File: src/rtl/dmem_mmio_bridge.sv
// Data-memory / MMIO bridge behind the core's memory stage.
// Local word RAM plus a drop-on-full store FIFO toward the peripheral bus.
module dmem_mmio_bridge #(
  parameter int          RAM_WORDS  = 64,
  parameter int          FIFO_DEPTH = 4,
  parameter logic [31:0] MMIO_BASE  = 32'hFFFF_0000
) (
  input  logic        clk,
  input  logic        reset,
  input  logic        memwrite,
  input  logic [31:0] aluout,
  input  logic [31:0] writedata,
  output logic [31:0] readdata,
  output logic        bus_valid,
  output logic [15:0] bus_addr,
  output logic [31:0] bus_data,
  input  logic        bus_ready,
  output logic        ovf
);

  localparam int IW = $clog2(RAM_WORDS);
  localparam int PW = $clog2(FIFO_DEPTH);
  localparam int CW = PW + 1;
  localparam logic [15:0] STATUS_OFF = 16'hFFFC;
  localparam logic [CW-1:0] DEPTH_C = CW'(FIFO_DEPTH);

  logic          isMmio;
  logic          isStatus;
  logic [15:0]   offset;
  logic [IW-1:0] ramIdx;

  assign isMmio   = aluout >= MMIO_BASE;
  assign offset   = aluout[15:0];
  assign isStatus = isMmio && (offset == STATUS_OFF);
  assign ramIdx   = aluout[IW+1:2];

  logic [31:0] ram [RAM_WORDS];

  always_ff @(posedge clk) begin
    if (memwrite && !isMmio) begin
      ram[ramIdx] <= writedata;
    end
  end

  logic [15:0]   qAddr [FIFO_DEPTH];
  logic [31:0]   qData [FIFO_DEPTH];
  logic [PW-1:0] head;
  logic [PW-1:0] tail;
  logic [CW-1:0] count;
  logic          full;
  logic          empty;
  logic          pop;
  logic          pushReq;
  logic          push;
  logic          drop;
  logic          ovfClr;

  assign full    = count == DEPTH_C;
  assign empty   = count == '0;
  assign pop     = bus_valid && bus_ready;
  assign pushReq = memwrite && isMmio && !isStatus;
  // a pop in the same cycle frees the slot the push needs
  assign push    = pushReq && (!full || pop);
  assign drop    = pushReq && !push;
  assign ovfClr  = memwrite && isStatus && writedata[0];

  always_ff @(posedge clk) begin
    if (push) begin
      qAddr[tail] <= offset;
      qData[tail] <= writedata;
    end
  end

  always_ff @(posedge clk or negedge reset) begin
    if (!reset) begin
      head  <= '0;
      tail  <= '0;
      count <= '0;
      ovf   <= 1'b0;
    end else begin
      if (push) begin
        tail <= tail + PW'(1);
      end
      if (pop) begin
        head <= head + PW'(1);
      end
      if (push && !pop) begin
        count <= count + CW'(1);
      end else if (pop && !push) begin
        count <= count - CW'(1);
      end
      if (drop) begin
        ovf <= 1'b1;
      end else if (ovfClr) begin
        ovf <= 1'b0;
      end
    end
  end

  assign bus_valid = !empty;
  assign bus_addr  = empty ? 16'h0 : qAddr[head];
  assign bus_data  = empty ? 32'h0 : qData[head];

  always_comb begin
    readdata = '0;
    unique case (1'b1)
      !isMmio:  readdata = ram[ramIdx];
      isStatus: readdata = {ovf, full, empty, 21'b0, 8'(count)};
      default:  readdata = '0;
    endcase
  end

endmodule
File: config.mk
export PLATFORM = sky130hd
export DESIGN_NAME = dmem_mmio_bridge
export DESIGN_NICKNAME = d
export VERILOG_FILES = /design/src/rtl/dmem_mmio_bridge.sv
export SDC_FILE = /design/constraint.sdc
export NUM_CORES = 2
export LEC_CHECK = 0
export CELL_PAD_IN_SITES_DETAIL_PLACEMENT = 0
export CELL_PAD_IN_SITES_GLOBAL_PLACEMENT = 1
export CORE_MARGIN = 4
export CORE_UTILIZATION = 45
export CTS_BUF_LIST = sky130_fd_sc_hd__clkbuf_2
export CTS_CLUSTER_DIAMETER = 120
export CTS_CLUSTER_SIZE = 8
export DETAILED_ROUTE_END_ITERATION = 8
export GPL_ROUTABILITY_DRIVEN = 0
export PLACE_DENSITY_LB_ADDON = 0.2
export SLEW_MARGIN = 40
export SYNTH_ARGS = -nofsm -noshare
export SYNTH_HDL_FRONTEND = slang
export SYNTH_SLANG_ARGS = --single-unit
export TNS_END_PERCENT = 1
File: constraint.sdc
create_clock -name clk -period 4.7 [get_ports clk]
set_clock_uncertainty 0.15 [all_clocks]
set_input_delay 0.705 -clock clk [delete_from_list [all_inputs] [get_ports clk]]
set_output_delay 0.705 -clock clk [all_outputs]
set_load 0.05 [all_outputs]
==> summary.txt <==
Status
  • Status: finished with violations
  • Violated checks: setup timing

Pwr
  • Clock share of power: 0.236
  • Power Internal: 26200 µW
  • Combinational power share: 0.153
  • Sequential power share: 0.610
  • Worst IR Drop VDD: 0.000196 V
  • Leakage: 0.0322 µW
  • Sw Pwr: 10300 µW
  • Sw frac: 0.283
  • PD cells: 365 nW/µm²

Critical path
  • Critical Path Slowest Stage Cell: o211ai_1
  • CP startpoint kind: flop
  • WS Path Type: flop to output pin
  • CP Max Fanout: 1
  • Worst path cell trace: mux4_2 -> o211ai_1 -> o2111ai_2 -> o31a_1 -> buf_6
  • Top Family by Delay on Critical Path: compound AO/OA/AOI/OAI gates
  • CP Buf/Inv Count: 1
  • Setup crit end kind: output pin
  • Crit path DAT: 4.33 ns
  • Crit-path max cell delay: roughly 0.58 ns
  • Critical Path RT: just under 4 ns

Drt
  • Initial drt markers: between 8000 and 9000
  • Via/cell ratio: approximately 6.7
  • DR WL/cell: between 30 and 40 µm
  • ANT nets after route: 0
  • First-pass iteration count of the detailed router: 6
  • Drc violations: 0
  • Drt total wl: around 310 mm
  • Via count: 52900

STA
  • Slew HR: 0.110
  • Fmax: 193 MHz
  • Fin. Hold Viols: 0
  • Fin crit period: ~5.2 ns
  • Final count of negative-setup-slack endpoints: 33
  • Measured slew at the worst slew-check pin: 1.33 ns
  • Slew Limit Fails: 0
  • Setup repair after global routing missed its margin: true
  • TNS Setup: -5.45 ns
  • Post-route clock period utilization: 1.10
  • Slack of the critical path: -0.484 ns

Logic synthesis
  • Mapped cell area: ~87000 µm²
  • Sequential element share of the synthesized area: 0.778
  • Post-synth EDFFs: 2240
  • Syn Area/Cell: 18.9 µm²
  • Top FF cell, synth: edfxtp_1
  • Async set or reset register ratio after synthesis: 0.00356
  • Syn Inst Count: 4597
  • Yosys warns: 0
  • Distinct cells, synth: 74
  • Flops & latches, synth: 2248
  • Post-Syn Nets: roughly 4700

Clock tree
  • Cts bufs inserted: ~330
  • TritonCTS clock tree: done
  • Clock Path Buffers: 4
  • Max H-tree Level: 5
  • Worst-Skew Late Latency: 1.85 ns
  • TritonCTS Sinks: 2248
  • Clock slew seen by the registers of the worst setup and hold paths: 0.16 ns
  • Root Driver: clkbuf_2

Global routing
  • GR Overflow Total: 0
  • First-pass GRT wire length: roughly 430 mm
  • Initial antenna violation count: 13
  • Vias in the first global route: 50700
  • Largest net degree at the start of global routing: 70
  • GR Util All Layers: 0.310

Placed design
  • Post-DP HPWL: roughly 190 mm
  • Placed Area: 95500 µm²
  • Port Buffers: 149
  • Place WS: -0.187 ns

Cells and area
  • Most common cell after layout, fill and taps aside: edfxtp_1
  • Area Growth Syn to Fin: 15.1%
  • Area of the multi-input gates: 18900 µm²
  • Nets: 5459
  • Most frequent cells in the layout: edfxtp_1 (2240), buf_4 (372), clkbuf_2 (352)
  • Share of layout cells above drive strength 1: 0.271
  • Filler Cells Inserted: 15400
  • Final instance area: 99800 µm²
  • Storage cell area: 67500 µm²

Floorplanning
  • Die area: 200000 µm²
  • Placeable Area: roughly 190000 µm²
  • I/O pin count: 150
  • Die Span X: between 400 and 500 µm
  • Initial Utilization: 0.454
  • DIE HEIGHT: 447 µm
  • Row count: 160

Run
  • MaxCap Viol Count: 0

Min path
  • Worst Hold Class: primary input to flop
-- Yosys cell counts (11+ instances only) --
cell type  count  share of area
nand3_1       26         0.0015
o2bb2ai_1     14         0.0014
o22a_1        14         0.0014
buf_4         67         0.0058
a222oi_1      13         0.0015
o21ai_0       98         0.0057
buf_6         19         0.0025
a211oi_1      11        0.00095
a221oi_1     224          0.023
a22o_1        29         0.0029
o22ai_1      138          0.010
a21oi_1      134         0.0077
a22oi_1      148          0.013
and3_1        11        0.00079
mux2_2       144          0.019
and2_1        56         0.0040
a221o_1       43         0.0050
buf_2        132         0.0076
nor3_1        17        0.00098
a31oi_1       43         0.0031
clkbuf_1      87         0.0038
nor2_1       156         0.0068
nand2_1       98         0.0042
a41oi_1       14         0.0014
buf_1         16        0.00069
edfxtp_1    2240           0.78
mux2i_1      277          0.032
mux4_2       157          0.041
-- final cells by class --
type	count	area share
timing repair buffer	776	0.0842
clock inverter	10	0.000927
tap	2511	0.0315
clock buffer	350	0.0175
inverter	10	0.000489
multi-input combinational	2018	0.189
antenna	8	0.000200
sequential	2248	0.676
-- repair_timing --
action / in CTS / in global routing
endpoints found under the hold margin: 2587 / 98
pin swaps: 29 / 18
hold buffers: 137 / 6
setup buffers: 2 / 0
gates resized for setup: 181 / 52
setup endpoints to repair: 81 / 77
-- flip-flops by register name, indices dropped and copies added (netlist names) --
signal / count
qAddr: 64
ram: 2048
head: 2
tail: 2
count: 3
qData: 128
ovf: 1
-- routing by layer --
metal | vias to the layer above | global-route usage | routed length, µm
li1 | 20600 | - | -
met4 | 6 | 0.128 | 13700
met3 | 724 | 0.0790 | 38500
met2 | 4000 | 0.462 | 140000
met5 | - | 0 | 42
met1 | 27600 | 0.438 | 121000
-- worst paths after layout --
check                                   start      endpoint  slack [ns]  depth (start not counted)
worst min-delay path            writedata[12]   ram[49][12]        0.20                          4
worst min register to register       count[2]      count[2]        0.48                          1
worst max register to register       count[0]      count[2]        2.19                         10
worst max-delay path              ram[44][25]  readdata[25]       -0.48                          5
max in group asynchronous               reset       tail[1]        3.46                          4
min in group asynchronous               reset       head[0]        0.63                          4
-- tightest hold or removal path, stage by stage --
cell and delay (ns):
dlygate4sd3_1 0.52, dlygate4sd3_1 0.54, buf_2 0.19, buf_12 0.22
-- metrics by stage --
| step | std cells | util | hold slack, ns | total power [µW] |
|---|---|---|---|---|
| 5_1_grt | 7924 | 0.523 | 0.102 | 37700 |
| 3_3_place_gp | 7376 | 0.495 | 0.434 | 28200 |
| 2_1_floorplan | 4597 | - | 0.259 | 25700 |
| 6_report | 7931 | 0.523 | 0.199 | 36500 |
| 3_5_place_dp | 7417 | 0.500 | 0.439 | 28300 |
| 4_1_cts | 7915 | 0.521 | 0.0000495 | 36600 |
-- kinds of logic after synthesis --
| logic type | share of synthesized area |
|---|---|
| adders and majority gates | 0.000952 |
| xor gates and xnor gates | 0.000606 |
| DFF | 0.778 |
| AOI/OAI and AO/OA | 0.0841 |
| and+or+nand+nor | 0.0229 |
| buffers and inverters | 0.0208 |
| muxes | 0.0927 |
-- power by group through the flow --
| stage | clock network (µW) | logic (µW) | registers [µW] |
|---|---|---|---|
| 6_report | 8620 | 5600 | 22300 |
| 5_1_grt | 9580 | 5810 | 22300 |
| 4_1_cts | 8750 | 5580 | 22300 |
| 3_5_place_dp | 0 | 5500 | 22800 |
| 3_3_place_gp | 0 | 5480 | 22800 |
| 2_1_floorplan | 0 | 3040 | 22700 |
No activity file was read; power rests on OpenSTA's default activity.
